[src/rtl/axis_strb_pkg.sv]
// Shared definitions for the AXI-Stream strobe-aware width converters
// (64-to-32 splitter and its 32-to-64 packer neighbour).
//   - Canonical TSTRB patterns for whole, low-half, high-half and empty beats
//   - Half-word sequencer state encoding
//   - Helpers that classify one 4-bit strobe nibble
package axis_strb_pkg;

    localparam logic [7:0] STRB_FULL = 8'hff;
    localparam logic [7:0] STRB_LO   = 8'h0f;
    localparam logic [7:0] STRB_HI   = 8'hf0;
    localparam logic [7:0] STRB_NONE = 8'h00;

    typedef enum logic {
        ST_LO = 1'b0,
        ST_HI = 1'b1
    } half_st_e;

    // Any set strobe bit makes the 32-bit half worth sending.
    function automatic logic half_valid(input logic [3:0] nib);
        return |nib;
    endfunction

    // Partial nibbles are still sent but flag a protocol violation.
    function automatic logic nib_bad(input logic [3:0] nib);
        return (nib != 4'h0) && (nib != 4'hf);
    endfunction

endpackage

[src/rtl/axis_64to32_strb.sv]
// 64-bit to 32-bit AXI-Stream width-down converter driven by TSTRB.
// Each accepted 64-bit beat is held in a single register and emitted as
// up to two 32-bit words (low half first); halves whose strobe nibble is
// zero are skipped, so a 0x0f beat yields one word and a 0x00 beat none.
//
// Ports:
//   AXIS_ACLK, AXIS_ARESETN      clock, synchronous active-low reset
//   S_AXIS_T{VALID,READY,DATA,STRB,LAST,USER}   64-bit input stream
//   M_AXIS_T{VALID,READY,DATA,LAST,USER}        32-bit output stream
//   STRB_ERR                     one-cycle pulse on a strobe violation
module axis_64to32_strb
    import axis_strb_pkg::*;
#(
    parameter int USER_WIDTH = 32
) (
    input  logic                  AXIS_ACLK,
    input  logic                  AXIS_ARESETN,
    input  logic                  S_AXIS_TVALID,
    output logic                  S_AXIS_TREADY,
    input  logic [63:0]           S_AXIS_TDATA,
    input  logic [7:0]            S_AXIS_TSTRB,
    input  logic                  S_AXIS_TLAST,
    input  logic [USER_WIDTH-1:0] S_AXIS_TUSER,
    output logic                  M_AXIS_TVALID,
    input  logic                  M_AXIS_TREADY,
    output logic [31:0]           M_AXIS_TDATA,
    output logic                  M_AXIS_TLAST,
    output logic [USER_WIDTH-1:0] M_AXIS_TUSER,
    output logic                  STRB_ERR
);

    logic [63:0]           data_q, data_d;
    logic [7:0]            strb_q, strb_d;
    logic                  last_q, last_d;
    logic [USER_WIDTH-1:0] user_q, user_d;
    logic                  full_q, full_d;
    half_st_e              state_q, state_d;
    logic                  err_q, err_d;

    logic hi_v_q;
    logic s_lo_v, s_hi_v, s_bad;
    logic m_xfr, final_xfr, s_xfr;

    assign hi_v_q = half_valid(strb_q[7:4]);

    assign s_lo_v = half_valid(S_AXIS_TSTRB[3:0]);
    assign s_hi_v = half_valid(S_AXIS_TSTRB[7:4]);
    assign s_bad  = nib_bad(S_AXIS_TSTRB[3:0]) || nib_bad(S_AXIS_TSTRB[7:4]) ||
                    ((S_AXIS_TSTRB == STRB_NONE) && S_AXIS_TLAST);

    // final_xfr: the word leaving now is the last valid half of the held
    // beat, so the register frees up this cycle and can take a new beat.
    assign m_xfr     = full_q && M_AXIS_TREADY;
    assign final_xfr = m_xfr && ((state_q == ST_HI) || !hi_v_q);

    assign S_AXIS_TREADY = AXIS_ARESETN && (!full_q || final_xfr);
    assign s_xfr         = S_AXIS_TVALID && S_AXIS_TREADY;

    // Outputs come straight from held state, never from M_AXIS_TREADY.
    assign M_AXIS_TVALID = full_q;
    assign M_AXIS_TDATA  = (state_q == ST_HI) ? data_q[63:32] : data_q[31:0];
    assign M_AXIS_TLAST  = (state_q == ST_HI) ? last_q : (last_q && !hi_v_q);
    assign M_AXIS_TUSER  = user_q;
    assign STRB_ERR      = err_q;

    always_comb begin
        data_d  = data_q;
        strb_d  = strb_q;
        last_d  = last_q;
        user_d  = user_q;
        full_d  = full_q;
        state_d = state_q;
        err_d   = s_xfr && s_bad;

        if (m_xfr) begin
            if ((state_q == ST_LO) && hi_v_q) begin
                state_d = ST_HI;
            end else begin
                full_d  = 1'b0;
                state_d = ST_LO;
            end
        end

        // A new beat overrides the consume above. An all-zero beat is
        // swallowed: the register is left (or becomes) empty.
        if (s_xfr && (s_lo_v || s_hi_v)) begin
            data_d  = S_AXIS_TDATA;
            strb_d  = S_AXIS_TSTRB;
            last_d  = S_AXIS_TLAST;
            user_d  = S_AXIS_TUSER;
            full_d  = 1'b1;
            state_d = s_lo_v ? ST_LO : ST_HI;
        end
    end

    always_ff @(posedge AXIS_ACLK) begin
        if (!AXIS_ARESETN) begin
            data_q  <= '0;
            strb_q  <= '0;
            last_q  <= 1'b0;
            user_q  <= '0;
            full_q  <= 1'b0;
            state_q <= ST_LO;
            err_q   <= 1'b0;
        end else begin
            data_q  <= data_d;
            strb_q  <= strb_d;
            last_q  <= last_d;
            user_q  <= user_d;
            full_q  <= full_d;
            state_q <= state_d;
            err_q   <= err_d;
        end
    end

endmodule

[config.mk]
export PLATFORM = sky130hd
export DESIGN_NAME = axis_64to32_strb
export DESIGN_NICKNAME = d
export VERILOG_FILES = /design/src/rtl/axis_strb_pkg.sv /design/src/rtl/axis_64to32_strb.sv
export SDC_FILE = /design/constraint.sdc
export NUM_CORES = 1
export LEC_CHECK = 0
export BUFFER_PORTS_ARGS = -buffer_cell sky130_fd_sc_hd__buf_4
export CORE_UTILIZATION = 49
export CTS_BUF_LIST = sky130_fd_sc_hd__clkbuf_16
export DETAILED_ROUTE_END_ITERATION = 10
export GPL_ROUTABILITY_DRIVEN = 0
export PLACE_DENSITY_LB_ADDON = 0.25
export RECOVER_POWER = 100
export SKIP_LAST_GASP = 1
export SYNTH_ARGS = -nofsm -noshare
export SYNTH_HDL_FRONTEND = slang
export SYNTH_SLANG_ARGS = --single-unit
export TNS_END_PERCENT = 10
[constraint.sdc]
create_clock -name AXIS_ACLK -period 2.2 [get_ports AXIS_ACLK]
set_input_delay 0.44 -clock AXIS_ACLK [delete_from_list [all_inputs] [get_ports AXIS_ACLK]]
set_output_delay 0.44 -clock AXIS_ACLK [all_outputs]
set_load 0.01 [all_outputs]
# After elaboration in Yosys (flattened, before gate mapping)
# Cells that the tools add are included.
# op_classes
eq_ne	3
bitwise	1
n_reduce_logical	26
muxes	9
# op_table
cell	n
$mux 32	1
$reduce_or 4->1	3
$logic_and 1x1->1	11
$logic_not 8->1	1
$mux 1	8
$ne 4x4->1 const B	2
$reduce_bool 4->1	2
$logic_or 1x1->1	5
$logic_not 1->1	2
$ne 2x1->1 const B	1
$reduce_and 2->1	1
$reduce_bool 2->1	1
$not 1->1	1
# totals
word_cells	46
in_bits	109
output_inout_bits	68
reg_bits	108

# Longest topological paths before layout
# Gate-level depths: netlist of the first run.
# logic_depth
depth_word	10
mapped_depth	8
depth_no_buf	4

# Least setup slack after synthesis of the first run
# No wires, ideal clock.
# synth_timing
kind	input to register
from	input port S_AXIS_TSTRB[1]
to	register user_q[0], in the netlist M_AXIS_TUSER[0]
path_slack_ns	0.257
setup_time_ns	0.067
path_buffers	3
cell_stages	7
required_time_ns	2.133
arrival_ns	1.876
path_cell_list	or4_4 -> or2_1 -> buf_2 -> and2_4 -> buf_6 -> buf_6 -> o21ai_2
# synth_via
elab_chain_len	3
# synth_lines
item	line	rtl
start, declared	axis_64to32_strb.sv:21	input logic [7:0] S_AXIS_TSTRB,
$reduce_or 4->1	axis_strb_pkg.sv:20	return |nib;
$logic_or 1x1->1	axis_64to32_strb.sv:86	if (s_xfr && (s_lo_v || s_hi_v)) begin
$logic_and 1x1->1	axis_64to32_strb.sv:86	
end signal, assigned	axis_64to32_strb.sv:109	user_q <= user_d;
end, declared	axis_64to32_strb.sv:35	logic [USER_WIDTH-1:0] user_q, user_d;
# No other way between the ends.
# A chain may end at the register's enable or synchronous reset.

# Worst setup path after layout of the first run
# layout_timing
from	register state_q
to	output port M_AXIS_TDATA[8]
# layout_via
elab_chain_len	1
# layout_lines
item	line	rtl
start, declared	axis_64to32_strb.sv:37	half_st_e state_q, state_d;
start signal, assigned	axis_64to32_strb.sv:111	state_q <= state_d;
$mux 32	axis_64to32_strb.sv:61	assign M_AXIS_TDATA = (state_q == ST_HI) ? data_q[63:32] : data_q[31:0];
end, declared	axis_64to32_strb.sv:26	output logic [31:0] M_AXIS_TDATA,
# No other way between the ends.

==> results of run 1 <==
==> power by group through the flow <==
stage	Sequential (mW)	Combinational [mW]	Clock (mW)
final	2.13	0.708	1.82
after floorplan	2.18	0.485	0
after detailed placement	2.17	0.907	0
after global placement	2.17	0.885	0
after global routing	2.15	0.782	1.93
after CTS	2.13	0.910	1.86
==> final timing paths <==
path                            cells after the start                 endpoint  slack [ns]                    start
worst max-delay path                                3          M_AXIS_TDATA[8]        0.18     state_q$_SDFFE_PN0P_
worst min-delay path                                3  data_q[31]$_SDFFE_PN0P_        0.32         S_AXIS_TDATA[31]
worst max register to register                      6     state_q$_SDFFE_PN0P_        0.31   strb_q[7]$_SDFFE_PN0P_
worst min register to register                      2  data_q[54]$_SDFFE_PN0P_        0.46  data_q[54]$_SDFFE_PN0P_
==> registers in the layout, summed over array words and instances (netlist names) <==
name / flops
data_q: 64
M_AXIS_TUSER: 32
strb_q: 4
M_AXIS_TVALID: 1
STRB_ERR: 1
last_q: 1
state_q: 1
==> cell type report <==
class | count | area, um2
multi-input cells | 358 | 1930
inverters | 2 | 7.51
flip-flops and latches | 104 | 2080
repair buffers | 186 | 1180
well taps | 111 | 139
clock buffers | 9 | 225
clock inverters | 7 | 119
fillers | 932 | 3460
==> cells in the final DEF, fill, tap and decap left out, types with 2 or more instances in the layout <==
cell type,n
clkbuf_16,9
nand3_1,97
buf_4,116
o21ai_0,95
o21ai_2,6
nand2_1,108
buf_6,2
clkbuf_1,65
nand4_1,2
inv_1,2
mux2_2,32
dfxtp_1,103
a21oi_1,2
o21ai_1,2
buf_12,2
or4_4,2
bufinv_16,3
nand2b_1,2
==> through the flow <==
| stage | setup slack (ns) | utilization [%] | instance area (um2) |
|---|---|---|---|
| final | 0.179 | 62.2 | 5690 |
| after global routing | 0.0208 | 62.2 | 5690 |
| after CTS | 0.170 | 68.5 | 6270 |
| after detailed placement | 0.0952 | 64.7 | 5920 |
| after global placement | 0.152 | 64.7 | 5920 |
| after floorplan | 0.257 | - | 4600 |
==> layer usage <==
| layer | GRT usage [%] | up-vias | routed length, um |
|---|---|---|---|
| li1 | - | 2056 | - |
| met1 | 31.6 | 1918 | 5240 |
| met2 | 38.1 | 149 | 5480 |
| met3 | 6.17 | 9 | 925 |
| met4 | 6.54 | 0 | 102 |
| met5 | 0 | - | 0 |
==> worst max-delay path, delay by kind of cell, from the launching register on <==
family                 cells  cell delay [ns]
muxes                      1             0.36
DFF                        1             0.47
buffers and inverters      2             0.40
==> cell families (layout without fill, tap and decap cells) <==
kind of cell           count (synthesis)  count (layout)  synth area share [%]
DFF                                  104             104                  45.2
muxes                                 32              32                  7.83
AOI/OAI and AO/OA                    110             110                  19.7
buffers and inverters                 51             204                  6.17
and+or+nand+nor                      216             216                  21.1
==> metrics.txt, run 1 <==
Synth Warn # 0; final setup TNS 0 ns; top cell type's share of synthesized area 45.2%; largest net degree at the start of global routing 106; Global Route Usage Sum 23.7%; CTS tree yes; clock sink count 104; Core ar. 9150 um2; combinational share of power 15.2%; CP max stage cell dfxtp_2; Tcrit/Tclk final 91.8%; DR pass1 iterations 4; Via Count 4132; Synth Net Count 622; Psw 1.16 mW; Fin. Hold Viols 0; Commonest cells post-synth nand2_1, dfxtp_1, nand3_1; FMAX 495 MHz; Seq/Total Area, Yosys 45.2%; crit path capture type output port; Pleak 2.28 nW; WP data arrival 1.58 ns; Clock Latency Late Sink 0.33 ns; Switching Share 24.9%; MaxCap Viol Count 0; synthesized area 4600 um2; drt total wl 11800 um; final net count 770; Setup Crit Path Kind reg -> out; vias in the first global route 3910; final std cells w/o fill 777; Synth cell types 27; CTS Root Cell clkbuf_16; initial core utilization 50.3%; max incr delay on CP 0.47 ns; final max-slew violation count 0; P per Cell Area 819 nW/um2; count leader, synth nand2_1; total power 4.66 mW; Synth area leader dfxtp_1; Reg clk slew, reported paths 0.07 ns; synth top area cells dfxtp_1, o21ai_2, nand3_1; status finished clean; Area growth, synth to finish 23.6%; measured slew at the worst slew-check pin 1.03 ns; number of post-CTS setup repair buffers 0; CP required 1.76 ns; Post-Syn Instances 513; initial DRC count 187; crit-path cells buf_12 > mux2_2 > clkbuf_1; Final setup viols 0; number of diodes 0; H-tree depth 3; CP max FO 29; Slew headroom 31.1%; startpoint types flip-flop; crit path time final 2.02 ns; post-synthesis register bit count 104; sequential fraction of design power 45.8%; port bufs 176; first-pass GRT wire length 18900 um; Worst Hold Class in -> reg; Post-synth EDFFs 0; total grt overflow 0; I/O Pins 177; RSZ-0062 raised after global routing no; Peak VDD IR 468 uV; Clock power frac 39.0%; Clock Skews 0.00809 ns; Max clock buf depth 2; cts hold-fix bufs 0; remaining antenna violation count after routing 0; Vias/cell 5.32; Die ar. 9790 um2; Int Pwr 3.50 mW; async set-or-reset flop fraction in the synthesized netlist 0%; WHS 0.316 ns; share of cells above drive strength 1 27.0%; die width 98.9 um; TritonCTS Buffers 9; Die Span Y 98.9 um; Syn Area/Cell 8.97 um2; Resize count post-CTS 0; Cell Count Post-Placement 761; Residual DRC 0; initial antenna violation count 0; Post-synth top flop dfxtp_1; FP Rows 35; routed length per instance 15.1 um; dpl hpwl 7660 um
Note: power is estimated with default switching activity, not from simulation.
==> run 2: changes to the inputs <==
--- a/config.mk
+++ b/config.mk
@@ -10,6 +10,7 @@
 export CTS_BUF_LIST = sky130_fd_sc_hd__clkbuf_16
 export DETAILED_ROUTE_END_ITERATION = 10
 export GPL_ROUTABILITY_DRIVEN = 0
+export GPL_TIMING_DRIVEN = 0
 export PLACE_DENSITY_LB_ADDON = 0.25
 export RECOVER_POWER = 100
 export SKIP_LAST_GASP = 1
==> metrics.txt, run 2 (same netlist as run 1, synthesis figures left out) <==
Worst Reg-to-Reg Cells 7; Worst Hold Class in -> reg; Peak VDD IR 412 uV; remaining antenna violation count after routing 0; Residual DRC 0; max incr delay on CP 0.53 ns; fillcell total 761; die width 98.9 um; number of diodes 0; Vias/cell 5.32; largest net degree at the start of global routing 17; Area growth, synth to finish 35.6%; Via Count 4337; Global Route Usage Sum 26.1%; crit path time final 2.16 ns; Crit path depth 3; dpl cell area 6060 um2; Max clock buf depth 2; TritonCTS Buffers 9; CP max FO 10; commonest non-fill, non-tap cells in the layout buf_4, nand2_1, dfxtp_1, nand3_1, o21ai_2; total grt overflow 0; P per Cell Area 737 nW/um2; initial DRC count 151; Reg clk slew, reported paths 0.07 ns; FMAX 463 MHz; initial antenna violation count 0; drt total wl 12600 um; DR pass1 iterations 7; fin area 6240 um2; final max-slew violation count 0; I/O Pins 177; H-tree depth 3; Slew headroom 56.7%; Biggest register data_q; Core ar. 9150 um2; port bufs 176; status finished clean; max reg flops 64; Tcrit/Tclk final 98.2%; initial core utilization 50.3%; crit-path cells clkbuf_2 > mux2_2 > buf_4; CP required 1.76 ns; startpoint types flip-flop; end of the critical path M_AXIS_TDATA[8]; Cell Count Post-Placement 800; Pleak 2.62 nW; dpl hpwl 9300 um; number of post-CTS setup repair buffers 0; final setup TNS 0 ns; Clock Skews 0.0106 ns; WP data arrival 1.72 ns; vias in the first global route 4270; crit path capture type output port; delay-heaviest family, CP flip-flops; routed length per instance 15.4 um; RSZ-0062 raised after global routing yes; FP Rows 35; Die ar. 9790 um2; CTS tree yes; clock sink count 104; CP max stage cell dfxtp_1; final net count 808; first-pass GRT wire length 20400 um; Die Span Y 98.9 um; Worst R2R Start strb_q[7]$_SDFFE_PN0P_; WHS 0.321 ns; CTS Root Cell clkbuf_16; most common cell after layout, fill and taps aside buf_4; final core utilization 68.2%; MaxCap Viol Count 0; flop-to-flop setup slack 0.07 ns; final std cells w/o fill 815; Fin. Hold Viols 0; crit path launch state_q$_SDFFE_PN0P_; Final setup viols 0; terminus of the critical flop-to-flop path M_AXIS_TUSER[12]$_SDFFE_PN0P_; share of cells above drive strength 1 43.0%; Setup Crit Path Kind reg -> out; CP Buf/Inv Count 2; measured slew at the worst slew-check pin 0.649 ns; Clock Latency Late Sink 0.34 ns
-- run 2: where the power goes --
part           internal, mW  leakage [nW]  switching [mW]
clock                 0.873         0.142           0.692
combinational         0.446          1.62           0.448
sequential             2.05         0.859          0.0902
total                  3.37          2.62            1.23
-- run 2: routing by layer --
metal  vias to the layer above  part of all wire [%]  global-route usage, %
li1                       2158                     -                      -
met1                      2006                    43                   33.0
met2                       162                    48                   44.3
met3                        11                   7.5                   5.82
met4                         0                  0.91                   7.92
met5                         -                     0                      0
-- run 2: per-stage QoR --
step                setup slack, ns  power, mW
finish                       0.0403       4.60
global route                -0.0588       4.79
CTS                         -0.0957       4.66
detailed placement          -0.0911       3.11
global placement            -0.0724       3.08
floorplan                     0.257       2.66
-- run 2: area by class of cell --
class	count	area [um2]	share of cell area, %
Multi-Input combinational cell	358	2240	36.0
Sequential cell	104	2080	33.4
Timing Repair Buffer	176	1190	19.1
Buffer	48	284	4.55
Clock buffer	9	225	3.61
Tap cell	111	139	2.23
Clock inverter	7	65.1	1.04
Inverter	2	7.51	0.120
-- run 2: worst min path at each step --
| stage | slack, ns | to | depth (start not counted) | startpoint |
|---|---|---|---|---|
| finish | 0.32 | data_q[61]$_SDFFE_PN0P_ | 3 | S_AXIS_TDATA[61] |
| global placement | 0.44 | data_q[30]$_SDFFE_PN0P_ | 2 | data_q[30]$_SDFFE_PN0P_ |
| floorplan | 0.43 | data_q[23]$_SDFFE_PN0P_ | 2 | data_q[23]$_SDFFE_PN0P_ |
| CTS | 0.32 | M_AXIS_TUSER[4]$_SDFFE_PN0P_ | 3 | S_AXIS_TUSER[4] |
| global route | 0.32 | data_q[3]$_SDFFE_PN0P_ | 3 | S_AXIS_TDATA[3] |
| detailed placement | 0.44 | data_q[28]$_SDFFE_PN0P_ | 2 | data_q[28]$_SDFFE_PN0P_ |
-- run 2: what timing repair did --
item / 4_1_cts / 5_1_grt
setup endpoints to repair: 79 / 119
endpoints found under the hold margin: 0 / 0
gates resized for setup: 5 / 4
hold buffers: 0 / 0
cloned: 0 / 0
-- run 2: worst register-to-register path, delay by kind of cell (launching register included) --
kind	cells	cell delay [ns]
AND/OR/NAND/NOR	2	0.68
AO/OA/AOI/OAI	2	0.38
flip-flops	1	0.33
buffers and inverters	3	0.68
